===== config.mk =====
export PLATFORM = sky130hd
export DESIGN_NAME = sys_bridge
export DESIGN_NICKNAME = d
export VERILOG_FILES = /design/src/rtl/sys_bridge_pkg.sv /design/src/rtl/sys_bridge_dec.sv /design/src/rtl/sys_bridge.sv
export SDC_FILE = /design/constraint.sdc
export NUM_CORES = 1
export LEC_CHECK = 0
export BUFFER_PORTS_ARGS = -buffer_cell sky130_fd_sc_hd__buf_2
export CAP_MARGIN = 20
export CORE_AREA = 5 5 87 121
export DETAILED_ROUTE_END_ITERATION = 6
export DIE_AREA = 0 0 92 126
export PLACE_DENSITY = 0.76
export SETUP_SLACK_MARGIN = 0.4
export SLEW_MARGIN = 20
export SYNTH_ARGS = -nofsm -noshare
export SYNTH_HDL_FRONTEND = slang
export SYNTH_HIERARCHICAL = 1
export SYNTH_SLANG_ARGS = --single-unit
export TNS_END_PERCENT = 5

===== constraint.sdc =====
create_clock -name clk -period 2.13 [get_ports clk]
set_input_delay 0.1065 -clock clk [delete_from_list [all_inputs] [get_ports clk]]
set_output_delay 0.1065 -clock clk [all_outputs]
set_load 0.005 [all_outputs]

===== src/rtl/sys_bridge_pkg.sv =====
// Shared constants and FSM encoding for the processor-to-device bus bridge.
package sys_bridge_pkg;

   localparam logic [31:0] DEV_BASE_ADDR   = 32'h7F00;
   localparam int          DEV_ADDR_WD_DEF = 4;
   localparam int          DEV_ID_WD_DEF   = 4;

   typedef enum logic [1:0] {
      BR_IDLE   = 2'd0,
      BR_ACCESS = 2'd1,
      BR_RESP   = 2'd2
   } br_state_t;

endpackage


===== src/rtl/sys_bridge_dec.sv =====
// Combinational decode of a CPU byte address into device ID, in-window offset and a valid flag.
module sys_bridge_dec
   import sys_bridge_pkg::*;
#(
   parameter int DEV_CNT     = 2,
   parameter int DEV_ADDR_WD = DEV_ADDR_WD_DEF,
   parameter int DEV_ID_WD   = DEV_ID_WD_DEF
) (
   input  logic [31:0]            addr,
   output logic                   valid,
   output logic [DEV_ID_WD-1:0]   id,
   output logic [DEV_ADDR_WD-1:0] offset
);

   localparam int                 HI      = DEV_ADDR_WD + DEV_ID_WD;
   localparam logic [31:0]        BASE_HI = DEV_BASE_ADDR >> HI;
   localparam logic [DEV_ID_WD:0] CNT     = (DEV_ID_WD + 1)'(DEV_CNT);

   assign id     = addr[HI-1:DEV_ADDR_WD];
   assign offset = addr[DEV_ADDR_WD-1:0];

   // Only word-aligned accesses to an existing device inside the window are accepted.
   assign valid = (addr >= DEV_BASE_ADDR)
                && (addr[1:0] == 2'b00)
                && ({1'b0, id} < CNT)
                && (addr[31:HI] == BASE_HI[31-HI:0]);

endmodule


===== src/rtl/sys_bridge.sv =====
// Sequencing bridge from the CPU processor port to the device window, with timeout and interrupt aggregation.
// Optional macro SYS_BRIDGE_INT_SYNC_EN adds a 2-flop synchronizer on each interrupt line.
module sys_bridge
   import sys_bridge_pkg::*;
#(
   parameter int DEV_CNT     = 2,
   parameter int DEV_ADDR_WD = DEV_ADDR_WD_DEF,
   parameter int DEV_ID_WD   = DEV_ID_WD_DEF,
   parameter int TIMEOUT     = 15
) (
   input  logic                    clk,
   input  logic                    rst,
   input  logic                    PrReq,
   input  logic                    PrWe,
   input  logic [31:0]             PrAddr,
   input  logic [31:0]             PrWD,
   output logic [31:0]             PrRD,
   output logic                    PrRdy,
   output logic                    PrErr,
   output logic [DEV_ADDR_WD-1:0]  DevAddr,
   output logic [31:0]             DevWD,
   output logic                    DevWe,
   output logic [DEV_CNT-1:0]      DevSel,
   input  logic [32*DEV_CNT-1:0]   DevRD,
   input  logic [DEV_CNT-1:0]      DevAck,
   input  logic [DEV_CNT-1:0]      DevInt,
   output logic [DEV_CNT-1:0]      HWInt
);

   localparam int CW = (TIMEOUT > 1) ? $clog2(TIMEOUT) : 1;

   br_state_t              state, state_nxt;
   logic                   dec_valid;
   logic [DEV_ID_WD-1:0]   dec_id;
   logic [DEV_ADDR_WD-1:0] dec_off;
   logic [DEV_ID_WD-1:0]   id_q;
   logic                   we_q;
   logic [CW-1:0]          cnt;
   logic [DEV_CNT-1:0]     sel_mask;
   logic [31:0]            rd_sel;
   logic                   ack_hit;
   logic                   timeout_hit;

   sys_bridge_dec #(
      .DEV_CNT    (DEV_CNT),
      .DEV_ADDR_WD(DEV_ADDR_WD),
      .DEV_ID_WD  (DEV_ID_WD)
   ) u_dec (
      .addr  (PrAddr),
      .valid (dec_valid),
      .id    (dec_id),
      .offset(dec_off)
   );

   // NOTE: every variable written here gets a default first, so no latch is inferred.
   always_comb begin
      sel_mask = '0;
      rd_sel   = '0;
      for (int i = 0; i < DEV_CNT; i++) begin
         if (id_q == DEV_ID_WD'(i)) begin
            sel_mask[i] = 1'b1;
            rd_sel      = DevRD[32*i +: 32];
         end
      end
   end

   assign ack_hit     = |(DevAck & sel_mask);
   assign timeout_hit = (cnt == CW'(TIMEOUT - 1));

   // NOTE: sequential state uses non-blocking assignments so all flops update from pre-edge values.
   always_ff @(posedge clk or posedge rst) begin
      if (rst) state <= BR_IDLE;
      else     state <= state_nxt;
   end

   // Select and strobe derive from state, so an asynchronous reset drops them at once.
   always_comb begin
      state_nxt = state;
      DevSel    = '0;
      DevWe     = 1'b0;
      PrRdy     = 1'b0;
      case (state)
         BR_IDLE: begin
            if (PrReq) state_nxt = dec_valid ? BR_ACCESS : BR_RESP;
         end
         BR_ACCESS: begin
            DevSel = sel_mask;
            DevWe  = we_q;
            if (ack_hit || timeout_hit) state_nxt = BR_RESP;
         end
         BR_RESP: begin
            PrRdy     = 1'b1;
            state_nxt = BR_IDLE;
         end
         default: state_nxt = BR_IDLE;
      endcase
   end

   always_ff @(posedge clk or posedge rst) begin
      if (rst) begin
         PrRD    <= '0;
         PrErr   <= 1'b0;
         DevAddr <= '0;
         DevWD   <= '0;
         we_q    <= 1'b0;
         id_q    <= '0;
         cnt     <= '0;
      end else begin
         case (state)
            BR_IDLE: begin
               if (PrReq) begin
                  DevAddr <= dec_off;
                  DevWD   <= PrWD;
                  we_q    <= PrWe;
                  id_q    <= dec_id;
                  cnt     <= '0;
                  if (!dec_valid) begin
                     PrErr <= 1'b1;
                     PrRD  <= '0;
                  end
               end
            end
            BR_ACCESS: begin
               if (ack_hit) begin
                  PrRD  <= we_q ? 32'd0 : rd_sel;
                  PrErr <= 1'b0;
               end else if (timeout_hit) begin
                  PrRD  <= '0;
                  PrErr <= 1'b1;
               end else begin
                  cnt <= cnt + 1'b1;
               end
            end
            default: ;
         endcase
      end
   end

`ifdef SYS_BRIDGE_INT_SYNC_EN
   logic [DEV_CNT-1:0] int_meta, int_sync;

   always_ff @(posedge clk or posedge rst) begin
      if (rst) begin
         int_meta <= '0;
         int_sync <= '0;
      end else begin
         int_meta <= DevInt;
         int_sync <= int_meta;
      end
   end

   assign HWInt = int_sync;
`else
   assign HWInt = DevInt;
`endif

endmodule


Word-level counts from Yosys, hierarchy flattened
Index checks and enable logic that the tools add are counted.

Add/subtract/negate cells: 1. Magnitude comparators: 2. Equal/unequal tests: 11. Muxes and demuxes: 26. Bitwise operators: 1. Reductions and logical operators: 13.

Operators with widths (count): two-way mux 32 bit (7); one-hot mux 32 bit (2 select lines) (1); greater-or-equal comparator 32 x 15 -> 1 bit, second input constant (1); == test 24 x 7 -> 1 bit, second input constant (1); two-way mux 4 bit (3); != test 2 bit, second input constant (5); two-way mux 1 bit (8); two-way mux 2 bit (4); one-hot mux 4 bit (2 select lines) (1); AND reduction 4 bit (2); adder 4 x 1 -> 4 bit, second input constant (1); == test 4 x 1 -> 1 bit, second input constant (1); == test 4 bit, second input constant (1); zero test 2 bit (2); zero test 4 bit (1); < comparator 4 x 2 -> 1 bit, second input constant (1); one-hot mux 2 bit (2 select lines) (1); AND reduction 2 bit (2); logical AND 1 bit (3); != test 3 bit, second input constant (1); AND 2 bit (1); == test 2 x 1 -> 1 bit, second input constant (1); == test 2 bit, second input constant (1); one-hot mux 1 bit (2 select lines) (1); other kinds (3) (3).

Register bits: 80. Output and inout port bits: 75.

Longest topological paths before layout
Gate-level depths: netlist of the first run.

Word-level depth: 7. Gate-level depth with buffers: 8. Mapped depth without buffers: 7.

Modules after synthesis
The synthesis of the first run kept the hierarchy.

By module, submodules not included: sys_bridge (times used 1, cells an instance 245, area an instance 3359.5 um2); sys_bridge_dec (times used 1, cells an instance 20, area an instance 137.6 um2).

Worst setup path before layout of the first run
No wires, ideal clock.

Path type: input to register. Start: input PrAddr[10]. End: register PrRD[10]. Library setup time: 0.078 ns. Data arrival time: 1.544 ns. Path slack: 0.508 ns. Stages on the path: 8. Path buffers: 1. Cell sequence: nand4_1 -> or3_1 -> nor4_2 -> inv_1 -> o2bb2ai_1 -> nor2_1 -> buf_2 -> o2bb2ai_1.

Word-level cells in the longest chain between the ends: 6. Elaborated cells on any way between the ends: 7.

RTL lines: start, declared (line sys_bridge.sv:15) `input logic [31:0] PrAddr,`; greater-or-equal comparator 32 x 15 -> 1 bit (line sys_bridge_dec.sv:23) `assign valid = (addr >= DEV_BASE_ADDR)`; logical AND 1 bit (line sys_bridge_dec.sv:24) `&& (addr[1:0] == 2'b00)`; logical AND 1 bit (line sys_bridge_dec.sv:25) `&& ({1'b0, id} < CNT)`; logical AND 1 bit (*) (line sys_bridge_dec.sv:26) `&& (addr[31:HI] == BASE_HI[31-HI:0]);`; net dec_valid (line sys_bridge.sv:33) `logic dec_valid;`; != test 2 bit (no source line) (*); AND reduction 4 bit (no source line) (*); end signal, assigned (line sys_bridge.sv:125) `PrRD <= we_q ? 32'd0 : rd_sel;`; end, declared (line sys_bridge.sv:17) `output logic [31:0] PrRD,`.

The timed path passes the listed nets; every way through them passes the cells marked *. A chain may end at the register's enable or synchronous reset.

Worst setup path after layout of the first run
Start: register id_q[3]. End: register cnt[1].

Word-level cells in the longest chain between the ends: 6. Elaborated cells on any way between the ends: 8.

RTL lines: start, declared (line sys_bridge.sv:36) `logic [DEV_ID_WD-1:0] id_q;`; start signal, assigned (line sys_bridge.sv:115) `id_q <= dec_id;`; == test 4 x 1 -> 1 bit or zero test 4 bit (tied branches) (line sys_bridge.sv:60) `if (id_q == DEV_ID_WD'(i)) begin`; two-way mux 1 bit (line sys_bridge.sv:60); AND 2 bit (*) (line sys_bridge.sv:67) `assign ack_hit = |(DevAck & sel_mask);`; OR reduction 2 bit (*) (line sys_bridge.sv:67); != test 2 bit (no source line) (*); AND reduction 4 bit (no source line) (*); end signal, assigned (line sys_bridge.sv:131) `cnt <= cnt + 1'b1;`; end, declared (line sys_bridge.sv:38) `logic [CW-1:0] cnt;`.

Every way passes the cells marked *; elsewhere a longest branch is shown, timed or not.

==> results.toml, run 1 <==
[timing]
drv_slew = 0
max_clock_freq_mhz = 611
setup_violations = 0
period_share_pct = 76.9
finalClockSkew_ps = 4.69
setup_tns_ps = 0
rsz0062_at_grt = "yes"
max_slew_margin_pct = 51.8
hold_violations = 0
hold_slack_ps = 10.8
period_minus_slack_ps = 1640
tightest_slew_ps = 722

[floorplanning]
die_w_um = 92
dieHeight_um = 126
core-area_um2 = 9350
ios = 211
start_util_pct = 37.4
rows = 42
dieArea_um2 = 11600

[power]
ir_drop_mv = 0.503
p_leak_nw = 2.51
power_density_nw_per_um2 = 728

[critical_path]
crit_arrival_ps = 1850
r2r_setup_slack_ps = 490
reg2reg_to = "cnt[1]"
reg2reg_depth = 4
cp_data_required_time_ps = 2340
startpoint_type = "flip-flop"
worst-setup-path-type = "reg -> reg"
cp-end-kind = "flip-flop"
r2r-start = "id_q[3]"
worstPathMaxFanout = 5

[clocking]
htreeDepth = 3
cts_made_buffers = 9
cts_tree = "done"
cts.path.max_buffers = 2
path_clk_slew_ps = 60
clk_latency_ps = 330
root_buffer = "clkbuf_16"
cts.sinks = 80

[route]
final_antenna_net_count = 0
first_pass_iters = 4
wire_per_inst_um = 16.9
vias = 3048
drc = 0
routed_via_density = 5.06
drtIter0Drc = 100
drt-total-wl_um = 10200

[cells_and_area]
nets = 626
antennaDiodeCount = 0
layout_common_cells = "buf_2 (206), dfrtp_1 (79), mux2_2 (33), o2bb2ai_1 (33), a22oi_1 (32)"
syn_to_final_growth_pct = 48.3
drive_above_1_share_pct = 55.7
final_util_pct = 55.5
layout_commonest_cell = "buf_2"
fin_cells = 602

[synthesis]
synth_compound_area_share_pct = 16.2
avgSynthCellArea_um2 = 13.2
synth_edf_count = 0
synth.distinct_cells = 38
synth_seq_cells = 80
syn_inst = 265
yosysSeqAreaShare_pct = 57.2
synth_adder_area_share_pct = 0.716
yosys.area_share.simple_pct = 6.58
syn_nets = 403
ys_async_sr_fraction_pct = 100
muxShareOfSynthArea_pct = 14.2
yosys_most_used_dff = "dfrtp_1"
syn_area_um2 = 3500
yosys.area_share.xor_xnor_pct = 0
yosysWarnings = 6
synth_top_family_by_area = "compound AO/OA/AOI/OAI gates"

[hold_path]
min_to = "DevAddr[2]"
min_path_cells = 2
hold_path_class = "in -> reg"
min_from = "PrAddr[2]"

[global_routing]
grt_max_degree = 49
grt_use_total_pct = 17.7
grt_antenna_before_repair = 0
grt-ovfl-total = 0
grt_pass1_vias = 3337
grt_first_pass_wirelength_um = 16400

[run_status]
status = "completed"

[place]
portBuffers = 206
gp_congestion = 0.804
place_inst = 561
hpwl_um = 7520

[job]
drv_cap = 0
-- where the power goes --
group / switching (mW) / leakage (nW) / internal (mW)
registers: 0.0706 / 1.02 / 1.64
clock network: 0.580 / 0.141 / 0.895
logic: 0.256 / 1.35 / 0.337
-- metrics by stage --
step | power, mW | area (µm²) | worst slack [ps]
floorplan | 1.99 | 3500 | 508
global placement | 2.25 | 4600 | 461
detailed placement | 2.28 | 4600 | 360
CTS | 3.82 | 5150 | 389
global route | 3.96 | 5190 | 387
finish | 3.78 | 5190 | 492
-- final cells by class --
cell class / count / area [µm²]
clock inverters: 6 / 61.3
multi-input cells: 152 / 1350
flip-flops and latches: 80 / 2000
fillers: 789 / 4170
repair buffers: 239 / 1380
clock buffers: 9 / 225
well taps: 110 / 138
inverters: 6 / 26.3
-- cells by family (layout without fill, tap and decap cells) --
family	Yosys count	after routing
compound gates	69	69
mux	44	44
buf+inv	33	260
flops	80	80
simple gates	37	37
fa+ha+maj	2	2
-- worst max-delay path, cell delays in order, from the launching register on --
cell and delay [ps]:
dfrtp_1 400, or3_4 440, o211ai_4 240, nand2b_2 130, mux2_4 310
-- worst max path at each step --
stage	start	to	slack, ps	cells past startpoint
finish	id_q[3]	cnt[1]	490	4
floorplan	PrAddr[10]	PrRD[10]	510	8
global route	cnt[0]	cnt[3]	390	6
global placement	PrAddr[10]	PrRD[24]	460	9
CTS	id_q[3]	PrRD[2]	390	5
detailed placement	PrAddr[18]	PrRD[15]	360	9
-- sequential cells by signal, indices dropped and copies added, names as in the netlist --
signal / cells
DevAddr: 4
DevWD: 32
PrErr: 1
PrRD: 32
cnt: 4
id_q: 4
state: 2
we_q: 1
-- what timing repair did --
action                                 CTS  global route
endpoints found under the hold margin   57             0
gates resized for setup                  0             8
buffers inserted                         0             0
pin swaps                                0             2
setup endpoints to repair                5            34
hold buffers                            26             0
-- synthesized netlist by cell type, drive strengths merged, types with 3 or more instances --
| cell | n | area [µm²] |
|---|---|---|
| o2bb2ai | 33 | 289 |
| nor4 | 4 | 31.3 |
| clkbuf | 4 | 15.0 |
| nor3 | 3 | 20.0 |
| a22oi | 32 | 240 |
| buf | 23 | 140 |
| dfrtp | 80 | 2000 |
| mux2 | 42 | 477 |
| nor2 | 7 | 28.8 |
| inv | 6 | 22.5 |
| nand3 | 4 | 20.0 |
| nand2b | 3 | 21.3 |
| nand2 | 4 | 15.0 |
-- metal layers --
| metal | track usage (%) | share of wire, % |
|---|---|---|
| met5 | 0 | 0 |
| met4 | 6.39 | 1.7 |
| met2 | 31.1 | 52 |
| met3 | 5.61 | 9.0 |
| met1 | 20.1 | 38 |
(Power assumes the default switching activity.)
==> run 2: changes to the inputs <==
==> constraint.sdc (replaced) <==
create_clock -name clk -period 1.3 [get_ports clk]
set_input_delay 0.065 -clock clk [delete_from_list [all_inputs] [get_ports clk]]
set_output_delay 0.065 -clock clk [all_outputs]
set_load 0.005 [all_outputs]
==> results.toml, run 2 (synthesis gave the netlist of run 1 again) <==
[timing]
period_share_pct = 119
drv_slew = 0
max_clock_freq_mhz = 646
tightest_slew_ps = 449
setup_violations = 82
period_minus_slack_ps = 1550
rsz0062_at_grt = "yes"
layout_setup_ws_ps = -247
finalClockSkew_ps = 6.74
max_slew_margin_pct = 70.1
hold_violations = 0

[job]
drv_cap = 0

[critical_path]
cp-end-kind = "flip-flop"
crit_arrival_ps = 1790
startpoint_type = "flip-flop"
worst-setup-path-type = "reg -> reg"
cp_data_required_time_ps = 1540
worstPathMaxFanout = 32

[power]
comb_power_share_pct = 18.0
ir_drop_mv = 0.984
p_total_mw = 6.81
p_switching_mw = 1.53
p_leak_nw = 2.88
power_frac_clock_pct = 40.9
power_density_nw_per_um2 = 1180
p_int_mw = 5.28
p_seq_share_pct = 41.1
swShare_pct = 22.5

[cells_and_area]
syn_to_final_growth_pct = 65.5
layout_common_cells = "buf_2 (205), dfrtp_1 (78), dlygate4sd3_1 (38)"
reg_top3 = "DevWD (32), PrRD (32)"
nets = 662
final_util_pct = 61.9
drive_above_1_share_pct = 58.8
layout_commonest_cell = "buf_2"
antennaDiodeCount = 0

[route]
wl_met1_um = 4230
drtIter0Drc = 97
drt-total-wl_um = 10800
top_layer = "met4"
first_pass_iters = 6
final_antenna_net_count = 0
drc = 0
wire_per_inst_um = 17.0
wl_met2_um = 5530
dr_wl_met3_um = 877
vias = 3205
routed_via_density = 5.02

[floorplanning]
die_w_um = 92
rows = 42
dieHeight_um = 126
core-area_um2 = 9350
start_util_pct = 37.4
dieArea_um2 = 11600
ios = 211

[clocking]
cts_made_buffers = 9
path_clk_slew_ps = 60
cts.sinks = 80
htreeDepth = 3
cts.path.max_buffers = 2
cts_tree = "done"
root_buffer = "clkbuf_16"
clk_latency_ps = 330

[hold_path]
hold_path_class = "in -> reg"

[global_routing]
grt_pass1_vias = 3503
grt_first_pass_wirelength_um = 16900
grt_max_degree = 81
grt_use_total_pct = 18.0
grt_antenna_before_repair = 0
grt-ovfl-total = 0

[run_status]
status = "finished with violations"
violations = "setup timing"

[place]
gp_congestion = 0.782
portBuffers = 206
hpwl_um = 7350
[run 2: worst paths after layout]
path                            end      start  cells past startpoint  slack [ps]
max                        PrRD[18]    id_q[2]                      5        -250
min reg2reg                PrRD[28]   PrRD[28]                      1         480
max reg2reg                PrRD[18]    id_q[2]                      5        -250
max in group asynchronous   id_q[0]        rst                      4         510
min                        PrRD[12]  DevRD[44]                      3          30
min in group asynchronous  PrRD[11]        rst                      4         390
[run 2: routing by layer]
metal	up-vias	GRT usage (%)
li1	1512	-
met3	18	4.65
met5	-	0
met1	1523	21.5
met2	152	30.8
met4	0	7.35
[run 2: area by class of cell]
class | count | area [µm²]
inverters | 6 | 26.3
clock inverters | 2 | 60.1
flip-flops and latches | 80 | 2000
clock buffers | 14 | 274
repair buffers | 275 | 1780
multi-input cells | 152 | 1510
well taps | 110 | 138
fillers | 729 | 3570
[run 2: repair_timing]
item | in CTS | in global routing
buffers inserted | 3 | 2
endpoints found under the hold margin | 117 | 0
endpoints found under the setup margin | 146 | 153
gates resized for setup | 7 | 38
pin swaps | 4 | 0
hold buffers | 38 | 0
cloned | 0 | 2
[run 2: power groups by stage]
stage | registers [mW] | logic (mW) | clock network [mW]
floorplan | 2.84 | 0.438 | 0
global placement | 2.82 | 0.953 | 0
detailed placement | 2.83 | 0.981 | 0
CTS | 2.79 | 1.07 | 2.84
global route | 2.83 | 1.33 | 2.94
finish | 2.80 | 1.22 | 2.78
[run 2: stage by stage]
step / worst slack [ps] / instances / cell area, µm² / TNS (ps) / hold WS (ps)
3_3_place_gp: -325 / 578 / 4810 / -20930 / 130
2_1_floorplan: -215 / 265 / 3540 / -13860 / 200
6_report: -247 / 639 / 5790 / -13980 / 33.8
4_1_cts: -251 / 635 / 5580 / -18470 / 25.4
3_5_place_dp: -387 / 578 / 4810 / -22200 / 130
5_1_grt: -334 / 639 / 5790 / -18850 / 40.8
[run 2: worst max-delay path: stages (launching register included)]
cell	delay, ps
dfrtp_1	370
or3_4	430
nor3_4	180
nand2b_1	130
buf_12	180
o2bb2ai_1	150
==> run 3: changes to the inputs <==
--- a/config.mk
+++ b/config.mk
@@ -6,10 +6,10 @@
 export NUM_CORES = 1
 export LEC_CHECK = 0
 export BUFFER_PORTS_ARGS = -buffer_cell sky130_fd_sc_hd__buf_2
-export CAP_MARGIN = 20
 export CORE_AREA = 5 5 87 121
 export DETAILED_ROUTE_END_ITERATION = 6
 export DIE_AREA = 0 0 92 126
+export GPL_ROUTABILITY_DRIVEN = 1
 export PLACE_DENSITY = 0.76
 export SETUP_SLACK_MARGIN = 0.4
 export SLEW_MARGIN = 20
==> constraint.sdc (replaced) <==
create_clock -name clk -period 1.3 [get_ports clk]
set_input_delay 0.065 -clock clk [delete_from_list [all_inputs] [get_ports clk]]
set_output_delay 0.065 -clock clk [all_outputs]
set_load 0.05 [all_outputs]
==> results.toml, run 3 (synthesis gave the netlist of run 1 again) <==
[place]
gp_congestion = 0.784
place_inst = 582
portBuffers = 206
hpwl_um = 7260
place_area_um2 = 4850
pre_cts_slack_ps = -398

[global_routing]
grt-ovfl-total = 0
grt_pass1_vias = 3617
grt_use_total_pct = 18.9
grt_antenna_before_repair = 0
grt_first_pass_wirelength_um = 17700
grt_max_degree = 50

[critical_path]
r2r-start = "id_q[2]"
critPathTopFamily = "simple AND/OR/NAND/NOR gates"
crit_arrival_ps = 1780
cp-end-kind = "flip-flop"
reg2reg_depth = 4
worst-setup-path-type = "reg -> reg"
path_cells = "or3_4 > o211ai_4 > nand2b_4 > mux2_4"
crit_slowest_cell = "or3_4"
worstPathMaxFanout = 4
cp_data_required_time_ps = 1510
cp.depth = 4
r2r_setup_slack_ps = -270
cpPeakStageDelay_ps = 450
critPathBufInv = 0
startpoint_type = "flip-flop"
reg2reg_to = "cnt[1]"

[clocking]
root_buffer = "clkbuf_16"
cts_tree = "done"
cts.path.max_buffers = 2
clk_latency_ps = 320
cts_made_buffers = 9
path_clk_slew_ps = 60
cts.sinks = 80
htreeDepth = 3

[cells_and_area]
syn_to_final_growth_pct = 75.3
fin_cells = 638
num-fill-cells = 660
final_util_pct = 65.6
postLayoutCellArea_um2 = 6130
layout_common_cells = "buf_2 (133), dfrtp_1 (77), buf_6 (77)"
antennaDiodeCount = 0
reg_top3 = "DevWD (32), PrRD (32)"
nets = 661
layout_commonest_cell = "buf_2"
drive_above_1_share_pct = 59.1
seq_area_um2 = 2010
multi_input_area_um2 = 1440

[timing]
period_share_pct = 121
setup_tns_ps = -14550
rsz0062_at_grt = "yes"
tightest_slew_ps = 386
max_slew_margin_pct = 74.2
max_clock_freq_mhz = 638
hold_slack_ps = 35.8
drv_slew = 0
layout_setup_ws_ps = -267
finalClockSkew_ps = 2.60
hold_violations = 0
setup_violations = 81
period_minus_slack_ps = 1570

[hold_path]
min_from = "DevRD[36]"
min_path_cells = 3
hold_path_class = "in -> reg"
min_to = "PrRD[4]"

[route]
final_antenna_net_count = 0
drc = 0
drtIter0Drc = 71
vias = 3188
routed_via_density = 5.00
wire_per_inst_um = 16.8
drt-total-wl_um = 10700
first_pass_iters = 4

[job]
drv_cap = 0

[floorplanning]
ios = 211
dieHeight_um = 126
die_w_um = 92
rows = 42
start_util_pct = 37.4
core-area_um2 = 9350
dieArea_um2 = 11600

[power]
p_leak_nw = 2.84
ir_drop_mv = 0.849
power_density_nw_per_um2 = 1220
p_total_mw = 7.45

[run_status]
violations = "setup timing"
status = "finished with violations"
[run 3: cell types whose count changed in the layout (fill, tap and decap cells not counted), sizes merged]
| cell | before | now |
|---|---|---|
| buf | 235 | 236 |
| clkbuf | 16 | 11 |
| clkinv | 0 | 2 |
| clkinvlp | 1 | 3 |
| inv | 5 | 4 |
[run 3: worst reg2reg max path, stage by stage (launching register included)]
cell and delay [ps]:
dfrtp_1 380, or3_4 450, o211ai_4 250, nand2b_4 80, mux2_4 300
[run 3: how the worst max path moves through the flow]
stage,start,end
4_1_cts,id_q[2],PrRD[19]
2_1_floorplan,id_q[2],cnt[1]
3_3_place_gp,PrAddr[10],PrRD[20]
6_report,id_q[2],cnt[1]
3_5_place_dp,PrAddr[10],PrRD[17]
5_1_grt,id_q[2],PrRD[13]
[run 3: layout make-up]
| cell class | instances | area share, % |
|---|---|---|
| timing repair buffer | 274 | 35.8 |
| clock inverter | 5 | 1.31 |
| sequential | 80 | 32.7 |
| multi-input combinational | 152 | 23.4 |
| tap | 110 | 2.24 |
| clock buffer | 11 | 3.96 |
| inverter | 6 | 0.510 |
[run 3: routing by layer]
layer | vias up | part of all wire [%] | global-route usage (%)
met1 | 1519 | 37 | 22.0
met4 | 0 | 2.4 | 8.57
met2 | 139 | 53 | 31.8
li1 | 1507 | - | -
met5 | - | 0 | 0
met3 | 23 | 8.3 | 5.79
[run 3: what timing repair did]
action / 4_1_cts / 5_1_grt
buffers inserted: 2 / 0
gates resized for setup: 160 / 13
hold buffers: 38 / 0
pin swaps: 3 / 1
endpoints found under the setup margin: 153 / 153
hold endpoints to repair: 117 / 0
[run 3: power by group]
| part | switching [mW] | internal [mW] | total (mW) | leakage (nW) |
|---|---|---|---|---|
| logic | 1.07 | 0.873 | 1.94 | 1.67 |
| clock network | 0.943 | 1.73 | 2.67 | 0.152 |
| registers | 0.154 | 2.69 | 2.84 | 1.01 |
